## src/rtl/operand_fetch_pkg.sv

```systemverilog
// Shared MIPS field layout, opcode constants and decode helpers for the issue stage and alu.
package operand_fetch_pkg;

  localparam int NREGS = 32;
  localparam int XLEN  = 32;
  localparam int AW    = $clog2(NREGS);

  localparam logic [5:0] OP_RTYPE = 6'b000000;
  localparam logic [5:0] OP_ADDI  = 6'b001000;
  localparam logic [5:0] OP_ADDIU = 6'b001001;
  localparam logic [5:0] OP_SLTI  = 6'b001010;
  localparam logic [5:0] OP_SLTIU = 6'b001011;
  localparam logic [5:0] OP_ANDI  = 6'b001100;
  localparam logic [5:0] OP_ORI   = 6'b001101;
  localparam logic [5:0] OP_XORI  = 6'b001110;
  localparam logic [5:0] OP_BEQ   = 6'b000100;
  localparam logic [5:0] OP_BNE   = 6'b000101;
  localparam logic [5:0] OP_LW    = 6'b100011;
  localparam logic [5:0] OP_SW    = 6'b101011;

  localparam int OP_HI = 31;
  localparam int OP_LO = 26;
  localparam int RS_HI = 25;
  localparam int RS_LO = 21;
  localparam int RT_HI = 20;
  localparam int RT_LO = 16;
  localparam int RD_HI = 15;
  localparam int RD_LO = 11;

  // alu picks its operands by these fixed register fields.
  localparam logic [4:0] SEL_A = 5'd0;
  localparam logic [4:0] SEL_B = 5'd1;

  typedef struct packed {
    logic [XLEN-1:0] instr;
    logic [XLEN-1:0] reg_a;
    logic [XLEN-1:0] reg_b;
  } issue_t;

  function automatic logic [AW-1:0] dest_of(input logic [XLEN-1:0] instr);
    logic [AW-1:0] d;
    d = '0;
    case (instr[OP_HI:OP_LO])
      OP_RTYPE: d = instr[RD_HI:RD_LO];
      OP_ADDI, OP_ADDIU, OP_ANDI, OP_ORI, OP_XORI,
      OP_SLTI, OP_SLTIU, OP_LW: d = instr[RT_HI:RT_LO];
      default: d = '0;
    endcase
    return d;
  endfunction

  function automatic logic [XLEN-1:0] alu_view(input logic [XLEN-1:0] instr);
    return {instr[OP_HI:OP_LO], SEL_A, SEL_B, instr[RD_HI:0]};
  endfunction

endpackage

```

## src/rtl/operand_fetch_reg_file.sv

```systemverilog
// Architectural register file: two combinational read ports with write-through bypass, one write port.
module operand_fetch_reg_file
  import operand_fetch_pkg::*;
(
  input  logic            clk,
  input  logic            rst_n,
  input  logic [AW-1:0]   rd_addr_a,
  output logic [XLEN-1:0] rd_data_a,
  input  logic [AW-1:0]   rd_addr_b,
  output logic [XLEN-1:0] rd_data_b,
  input  logic            wr_en,
  input  logic [AW-1:0]   wr_addr,
  input  logic [XLEN-1:0] wr_data
);

  logic [XLEN-1:0] mem [NREGS];

  // NOTE: the whole array is reset because the architecture defines every GPR as 0 after reset;
  // a plain RAM macro would not do that, so this stays flops.
  always_ff @(posedge clk or negedge rst_n) begin
    if (!rst_n) begin
      for (int i = 0; i < NREGS; i++) mem[i] <= '0;
    end else if (wr_en && wr_addr != '0) begin
      // NOTE: state updates use non-blocking assignments so every flop samples pre-edge values.
      mem[wr_addr] <= wr_data;
    end
  end

  function automatic logic [XLEN-1:0] read_port(input logic [AW-1:0] idx,
                                                input logic [XLEN-1:0] stored);
    if (idx == '0)                    return '0;
    else if (wr_en && wr_addr == idx) return wr_data;
    else                              return stored;
  endfunction

  assign rd_data_a = read_port(rd_addr_a, mem[rd_addr_a]);
  assign rd_data_b = read_port(rd_addr_b, mem[rd_addr_b]);

endmodule

```

## src/rtl/operand_fetch.sv

```systemverilog
// Issue stage: reads rs/rt, tracks pending writes, stalls on RAW hazards, registers alu operands.
module operand_fetch
  import operand_fetch_pkg::*;
(
  input  logic            clk,
  input  logic            rst_n,
  input  logic            in_valid,
  output logic            in_ready,
  input  logic [XLEN-1:0] in_instr,
  input  logic            wb_en,
  input  logic [AW-1:0]   wb_addr,
  input  logic [XLEN-1:0] wb_data,
  output logic            out_valid,
  input  logic            out_ready,
  output logic [XLEN-1:0] alu_instr,
  output logic [XLEN-1:0] alu_reg_a,
  output logic [XLEN-1:0] alu_reg_b
);

  logic [AW-1:0]    rs, rt, dest;
  logic [XLEN-1:0]  rd_a, rd_b;
  logic [NREGS-1:0] pend, pend_next, wb_clr, pend_live;
  logic             hazard, accept;
  issue_t           out_q;

  assign rs   = in_instr[RS_HI:RS_LO];
  assign rt   = in_instr[RT_HI:RT_LO];
  assign dest = dest_of(in_instr);

  operand_fetch_reg_file u_reg_file (
    .clk       (clk),
    .rst_n     (rst_n),
    .rd_addr_a (rs),
    .rd_data_a (rd_a),
    .rd_addr_b (rt),
    .rd_data_b (rd_b),
    .wr_en     (wb_en),
    .wr_addr   (wb_addr),
    .wr_data   (wb_data)
  );

  // NOTE: every always_comb output gets a default first so no path can infer a latch.
  always_comb begin
    wb_clr = '0;
    if (wb_en && wb_addr != '0) wb_clr[wb_addr] = 1'b1;
    pend_live = pend & ~wb_clr;
    hazard    = (pend_live[rs] && rs != '0) || (pend_live[rt] && rt != '0);
    in_ready  = !hazard && (!out_valid || out_ready);
    accept    = in_valid && in_ready;
    // A new writer claims the register even if an older write retires this cycle.
    pend_next = pend_live;
    if (accept && dest != '0) pend_next[dest] = 1'b1;
  end

  always_ff @(posedge clk or negedge rst_n) begin
    if (!rst_n) begin
      pend      <= '0;
      out_valid <= 1'b0;
      out_q     <= '0;
    end else begin
      pend <= pend_next;
      if (accept) begin
        out_valid   <= 1'b1;
        out_q.instr <= alu_view(in_instr);
        out_q.reg_a <= rd_a;
        out_q.reg_b <= rd_b;
      end else if (out_ready) begin
        out_valid <= 1'b0;
      end
    end
  end

  assign alu_instr = out_q.instr;
  assign alu_reg_a = out_q.reg_a;
  assign alu_reg_b = out_q.reg_b;

endmodule

```

## config.mk

```make
export PLATFORM = sky130hd
export DESIGN_NAME = operand_fetch
export DESIGN_NICKNAME = d
export VERILOG_FILES = /design/src/rtl/operand_fetch_pkg.sv /design/src/rtl/operand_fetch_reg_file.sv /design/src/rtl/operand_fetch.sv
export SDC_FILE = /design/constraint.sdc
export NUM_CORES = 2
export LEC_CHECK = 0
export BUFFER_PORTS_ARGS = -buffer_cell sky130_fd_sc_hd__buf_2
export CAP_MARGIN = 20
export CORE_ASPECT_RATIO = 0.6
export CORE_MARGIN = 4
export CORE_UTILIZATION = 50
export DETAILED_ROUTE_END_ITERATION = 8
export HOLD_SLACK_MARGIN = 0.12
export PLACE_DENSITY_LB_ADDON = 0.08
export REMOVE_ABC_BUFFERS = 1
export SYNTH_ARGS = -nofsm -noshare
export SYNTH_HDL_FRONTEND = slang
export SYNTH_SLANG_ARGS = --single-unit
```

## constraint.sdc

```tcl
create_clock -name clk -period 2.61 [get_ports clk]
set_input_delay 0.261 -clock clk [delete_from_list [all_inputs] [get_ports clk]]
set_output_delay 0.261 -clock clk [all_outputs]
set_load 0.01 [all_outputs]
```

### After elaboration in Yosys (flattened, before gate mapping)

Cells that the tools add are included.

* memory bits (writable): 0
* logic and storage cells: 113
* output and inout port bits: 98
* latch bits: 0
* input bits: 74
* memory bits (read-only): 0
* bits in registers: 1144
* memories kept: 0

* reduce and logical (&&, ||, !) cells: 24
* $lt $le $gt $ge: 10
* bitwise gates (word level): 6
* multiply operators: 0
* divide/modulo/power cells: 0
* equality and inequality tests: 10
* shift-type cells: 0
* add/subtract/negate cells: 0
* mux-type cells: 26

Operators by type and width (number)
* $bwmux 1024: 1
* $mux 32: 11
* $bmux 32 s5: 2
* $demux 32 s5: 1
* $eq 6x4->1 const B: 7
* $and 32x32->32: 1
* $not 32->32: 1
* $or 32x32->32: 1
* $lt 5x6->1 const B: 4
* $reduce_bool 5->1: 4
* $ge 6x6->1 const B: 3
* $not 5->6: 3
* $logic_and 1x1->1: 11
* $bmux 1 s5: 2
* $demux 1 s5: 2
* $eq 5x5->1: 2
* $ge 5x1->1 const B: 2
* $logic_not 5->1: 2
* $pmux 5 s2: 1
* $reduce_or 8->1: 1
* $eq 6x6->1 const B: 1
* $logic_not 6->1: 1
* $lt 6x1->1 const B: 1
* $mux 1: 6
* 3 further kinds: 5

### Logic depth before layout (Yosys ltp)

* depth in word-level cells: 16
* gate-level depth with buffers: 12
* mapped depth without buffers: 8

### Modules after synthesis

Synthesis repeated with hierarchy kept, for this count alone.

* cell total of the unflattened synthesis: 4333
* area total of the unflattened synthesis: 60968.5 µm²

Modules (own cells, without submodules)
* operand_fetch_reg_file: instances 1, cells each 3866, area an instance 55235.5 µm²
* operand_fetch: instances 1, cells each 467, area an instance 5733.0 µm²

### Worst setup path before layout

No wires, ideal clock.

* path kind: input to register
* from: input port in_instr[16]
* to: register out_q, in the netlist alu_reg_b[1]
* required time: 2485 ps
* arrival time: 2645 ps
* path buffers: 3
* path slack: -160 ps
* stages: 8
* cell sequence: buf_2 > buf_2 > buf_1 > mux4_2 > mux4_2 > mux2i_1 > a211oi_1 > mux2_4

* longest elaborated chain between the ends: 7
* elaborated cells between the ends (all ways): 17
* those cells by class: eq/ne: 1; mux: 7; bitwise: 1; reduce/logical: 8

Ends and longest elaborated chain
* from (decl): line operand_fetch.sv:9 `input logic [XLEN-1:0] in_instr,`
* branches (longest 7 deep; another with $bmux 32 s5)
* to (decl): line operand_fetch.sv:24 `issue_t out_q;`

Several ways; the timed one is not identified. The select of a mux whose other input is x is not followed.
A chain may end at the register's enable or synchronous reset.

### Worst setup path after layout

* from: register pend[3]
* to: output port in_ready

* longest elaborated chain between the ends: 7
* elaborated cells between the ends (all ways): 10
* those cells by class: mux: 4; bitwise: 1; reduce/logical: 5

Ends and longest elaborated chain
* from (decl): line operand_fetch.sv:22 `logic [NREGS-1:0] pend, pend_next, wb_clr, pend_live;`
* from (signal assigned): line operand_fetch.sv:61 `pend <= pend_next;`
* $and 32x32->32 (*): line operand_fetch.sv:46 `pend_live = pend & ~wb_clr;`
* $bmux 1 s5: line operand_fetch.sv:47 `hazard = (pend_live[rs] && rs != '0) || (pend_live[rt] && rt != '0);`
* $mux 1 (not written as such): line operand_fetch.sv:47
* $logic_and 1x1->1: line operand_fetch.sv:47
* $logic_or 1x1->1 (*): line operand_fetch.sv:47
* $logic_not 1->1 (*): line operand_fetch.sv:48 `in_ready = !hazard && (!out_valid || out_ready);`
* $logic_and 1x1->1 (*): line operand_fetch.sv:48
* to (decl): line operand_fetch.sv:8 `output logic in_ready,`

Mark *: on every way between the ends. The rest lies on a longest branch, timed or not. The select of a mux whose other input is x is not followed.

==> impl_summary.md <==
Worst setup path
The worst register-to-register path has a depth of 12. The startpoint of the lowest-slack register-to-register path is pend[3]$_DFF_PN0_. The delay of the slowest cell on the worst path is 0.48 ns.

The end of the worst register-to-register path is alu_reg_a[26]$_DFFE_PN0P_. The critical path data arrival time is 2.54 ns. The number of buffers and inverters on the critical path is 2. Walking the worst path, the cells encountered are mux4_2 > nand2b_1 > a21oi_1 > a211o_1 > a211oi_2 > buf_4 > and2_4 > buf_6. The startpoint type of the worst setup path is a register. STA classifies the critical path endpoint as an output pin. The cell type of the slowest stage on the worst timing path is sky130_fd_sc_hd__mux4_2. The cell family with the largest share of critical-path delay is compound AO/OA/AOI/OAI gates.

The worst setup path is of the reg2out kind. At the worst endpoint, the required time is between 2 and 2.5 ns. In this run the worst setup path begins at pend[3]$_DFF_PN0_.

The worst reg-to-reg setup slack is -0.15 ns. Of all nets on the critical path, the largest fanout is 2.

Floorplan
The floorplan step set the die width to 458 um. The count of standard-cell rows is 98. For this configuration, the core starts out at a cell density of 50.7%. The floorplan step defined a die boundary enclosing approximately 130000 um^2. The die is between 200 and 300 um tall. The number of top-level pins is 172. The placeable core region is 120000 um^2.

Global routing
The number of global-route vias before repair is 39800. The initial antenna violation count was 2. Entering global routing, the biggest net connects 103 pins. The met1 global-route usage is 45.7%. The global routing stage identified its most utilized layer as met1. The global-route wire length before repair is 283 mm. Global routing finished with a remaining overflow of 0. The global router's overall resource usage is 30.0%. The met2 usage in global routing is around 45%. For this run, global-route usage on met3 was measured as 6.08%.

Final layout
Cells with a size suffix above 1 make up 55.5% of the layout. The growth of design area from synthesis to finish is 17.2%. For this run, the post-layout net count is about 4400. The number of antenna diodes in the final layout is 0.

The count of cells in the finished layout, fillers not included, comes to 6026. Fill cells in the final layout number a little over 9000.

STA
The final critical path takes up 107% of the cycle. Timing would allow up to between 300 and 400 MHz. Hold timing on the final database bottoms out at a slack of 0.197 ns.

The number of hold violations in the final report is 0. Setup repair after global routing could not meet its margin everywhere. Measured against its own limit, the worst slew margin works out to 28.7%.

For the final database, setup skew stands at 0.0265 ns. The number of slew-limit violations in the final report is 0. At the pin with the least slew margin, the transition time is 1.07 ns.

The time the worst path needs with I/O delays and setup is 2.80 ns. The final worst setup slack is -0.195 ns. The total of endpoints with negative setup slack in the final report is 90.

Min path
The class of the worst hold path is in2reg. For hold timing, the worst endpoint is u_reg_file.mem[577]$_DFFE_PN0P_. The instance count along the most critical hold path is 2. The startpoint identified for the worst hold timing path is wb_data[1].

Synth
The fraction of registers with async set or reset after synthesis is between 90% and 100%. The biggest area contributor in the post-synthesis netlist is sky130_fd_sc_hd__dfrtp_1. The synthesized netlist contains 70 unique library cells. The fraction of the yosys area taken by sequential cells is 47.1%. The cell area after technology mapping is between 60000 and 70000 um^2.

The top flip-flop cell by instance count after synthesis is sky130_fd_sc_hd__dfrtp_1. Yosys printed 0 warnings. The flip-flop and latch count after synthesis is 1144.

The number of cells produced by synthesis is 4040. The count of flip-flops with a built-in enable after synthesis is 0. In the post-synthesis netlist, the biggest area contributors are sky130_fd_sc_hd__dfrtp_1 47%, sky130_fd_sc_hd__mux4_2 20%, sky130_fd_sc_hd__mux2_2 18%, sky130_fd_sc_hd__mux2i_1 3.2%, sky130_fd_sc_hd__clkbuf_1 1.9%. In this run the biggest area consumer among cell types represents 47.1% of the synthesized area.

A synthesized cell averages 15.0 um^2.

Power
Per report_power, the clock group accounts for 31.2% of the total. The combinational cell fraction of total power is 23.4%. Net switching is 27.8% of the power. Internal power comes to 38.0 mW.

Summed over all nets, the switching power comes to 14.7 mW. The sequential cell fraction of total power is 45.4%. Summed over all cells, the static leakage comes to between 30 and 40 nW.

The worst vdd rail ir drop is slightly below 0.6 mV. The total power divided by cell area is 739 nW/um^2.

Routing
The total wire length is 193 mm. The first routing iteration left 4023 violations. In the routed layout, each cell is associated on average with a via count of approximately 6.6. The total number of vias is 39500. The post-route DRC violation count is 0. The remaining number of nets flagged by the antenna check after routing is 0. For this run, the detailed router's first-pass iteration total came to 7. In the final routed layout, each cell accounts on average for 32.0 um.

Clock tree
The later pin in the worst-skew pair is clocked with a latency of 0.73 ns. The post-CTS clock slew at the launch and capture registers of the worst setup and hold paths is 0.06 ns. The depth of the CTS H-tree is 3. CTS placed an instance of sky130_fd_sc_hd__clkbuf_16 at the clock tree root. Counting along the longest clock path gives a buffer depth of 3.

CTS saw 1144 sinks. The total clock buffers created by CTS is 111. The TritonCTS clock tree is done.

Place
The weighted congestion at the end of routability-driven global placement is 0.945. The HPWL reported at the end of detailed placement is 116 mm. The count of port buffers added during placement is about 160. Once placement completed, the tool counted placed cells totaling 5763. Timing analysis after detailed placement gives a worst setup slack of -0.367 ns.

Flow run
The tool flagged a number of max-cap violations equal to 0.

Run status
The flow ran to the end, but the final reports show violations. The final reports fail on setup timing.
==> power by group through the flow <==
stage                     registers [mW]  clock network (mW)  logic, mW
final                               23.9                16.5       12.3
after global routing                24.3                17.5       13.2
after CTS                           23.8                16.8       12.1
after detailed placement            24.1                   0       12.0
after global placement              24.0                   0       11.8
after floorplan                     23.4                   0       7.80
==> Yosys cell counts, types with 4 or more instances <==
library cell	instances
sky130_fd_sc_hd__nand2b_1	7
sky130_fd_sc_hd__o21ai_0	23
sky130_fd_sc_hd__inv_1	6
sky130_fd_sc_hd__mux2_2	988
sky130_fd_sc_hd__buf_2	68
sky130_fd_sc_hd__buf_4	12
sky130_fd_sc_hd__a221oi_1	64
sky130_fd_sc_hd__a211oi_1	53
sky130_fd_sc_hd__buf_12	8
sky130_fd_sc_hd__mux4_2	533
sky130_fd_sc_hd__nand2_1	107
sky130_fd_sc_hd__a32oi_1	15
sky130_fd_sc_hd__a22oi_1	36
sky130_fd_sc_hd__buf_1	57
sky130_fd_sc_hd__nor3_1	23
sky130_fd_sc_hd__o21bai_1	18
sky130_fd_sc_hd__clkbuf_1	314
sky130_fd_sc_hd__o31ai_1	28
sky130_fd_sc_hd__and2_1	5
sky130_fd_sc_hd__o211ai_1	19
sky130_fd_sc_hd__a22o_1	5
sky130_fd_sc_hd__nor2b_1	10
sky130_fd_sc_hd__nand3_1	10
sky130_fd_sc_hd__a21oi_1	38
sky130_fd_sc_hd__nor2_1	106
sky130_fd_sc_hd__or2_2	4
sky130_fd_sc_hd__xor2_1	6
sky130_fd_sc_hd__mux2_4	77
sky130_fd_sc_hd__dfrtp_1	1144
sky130_fd_sc_hd__mux2i_1	196
sky130_fd_sc_hd__a31oi_1	6
==> layout by cell type (no fill, tap or decap), types with 10 or more instances in the layout <==
| cell | instances |
|---|---|
| sky130_fd_sc_hd__buf_8 | 12 |
| sky130_fd_sc_hd__nand2_4 | 10 |
| sky130_fd_sc_hd__mux2_4 | 77 |
| sky130_fd_sc_hd__nand2_1 | 94 |
| sky130_fd_sc_hd__o31ai_4 | 18 |
| sky130_fd_sc_hd__clkinv_2 | 24 |
| sky130_fd_sc_hd__a21oi_1 | 38 |
| sky130_fd_sc_hd__nor2_1 | 89 |
| sky130_fd_sc_hd__clkbuf_8 | 30 |
| sky130_fd_sc_hd__o21ai_0 | 20 |
| sky130_fd_sc_hd__mux2_2 | 988 |
| sky130_fd_sc_hd__nor2_4 | 16 |
| sky130_fd_sc_hd__a211oi_1 | 51 |
| sky130_fd_sc_hd__o211ai_1 | 19 |
| sky130_fd_sc_hd__buf_2 | 151 |
| sky130_fd_sc_hd__mux4_2 | 533 |
| sky130_fd_sc_hd__a22oi_1 | 36 |
| sky130_fd_sc_hd__clkbuf_16 | 121 |
| sky130_fd_sc_hd__clkbuf_1 | 20 |
| sky130_fd_sc_hd__mux2i_1 | 196 |
| sky130_fd_sc_hd__a32oi_1 | 15 |
| sky130_fd_sc_hd__nor3_1 | 23 |
| sky130_fd_sc_hd__buf_4 | 303 |
| sky130_fd_sc_hd__buf_12 | 115 |
| sky130_fd_sc_hd__a221oi_1 | 64 |
| sky130_fd_sc_hd__o21bai_1 | 18 |
| sky130_fd_sc_hd__dfrtp_1 | 1144 |
| sky130_fd_sc_hd__dlygate4sd3_1 | 44 |
==> registers in the layout, indices dropped and copies added, names as in the netlist <==
register        flops
out_valid           1
alu_reg_a          32
alu_reg_b          32
alu_instr          23
pend               32
u_reg_file.mem   1024
==> per-layer routing <==
layer	vias to the layer above	wire (um)
li1	16200	-
met1	21500	86900
met2	1540	86800
met3	264	14800
met4	0	4660
met5	-	0
==> how the worst max path moves through the flow <==
stage | endpoint | slack (ns) | cells past startpoint
after floorplan | alu_reg_b[21]$_DFFE_PN0P_ | -3.90 | 7
after global placement | alu_reg_b[22]$_DFFE_PN0P_ | -0.31 | 13
after detailed placement | alu_instr[2]$_DFFE_PN0P_ | -0.37 | 13
after CTS | in_ready | -0.22 | 8
after global routing | in_ready | -0.28 | 8
final | in_ready | -0.19 | 8
==> cell families (layout without fill, tap and decap cells) <==
kind of cell	Yosys count	count (layout)	share of synthesized area [%]
buffers and inverters	469	847	3.36
other	1	9	0.00617
AOI/OAI and AO/OA	322	322	3.94
muxes	1794	1794	43.2
xor gates and xnor gates	9	9	0.130
DFF	1144	1144	47.1
and+or+nand+nor	301	301	2.29
==> what timing repair did <==
action	in CTS	in global routing
endpoints found under the setup margin	1	108
hold endpoints to repair	843	0
hold buffers	45	0
setup buffers	2	4
resized for setup	4	75
pin swaps	1	18
cloned	0	11
==> per-stage QoR <==
step                total power [mW]  instance area (um^2)  setup TNS [ns]  util (%)
global route                    55.0                 71300          -13.07      59.4
global placement                35.7                 66400          -28.23      55.4
detailed placement              36.1                 66400          -34.72      55.4
finish                          52.7                 71300           -7.16      59.4
floorplan                       31.2                 58800         -462.35         -
CTS                             52.7                 70600          -0.465      58.9
==> area by class of cell <==
type                       count  area [um^2]  area share (%)
multi-input combinational   2435        30700            43.1
sequential                  1144        28600            40.2
timing repair buffer         638         6240            8.76
clock buffer                 164         3340            4.69
tap                         1600         2000            2.81
clock inverter                37          320           0.449
inverter                       8         35.0          0.0492
(Power assumes the default switching activity.)
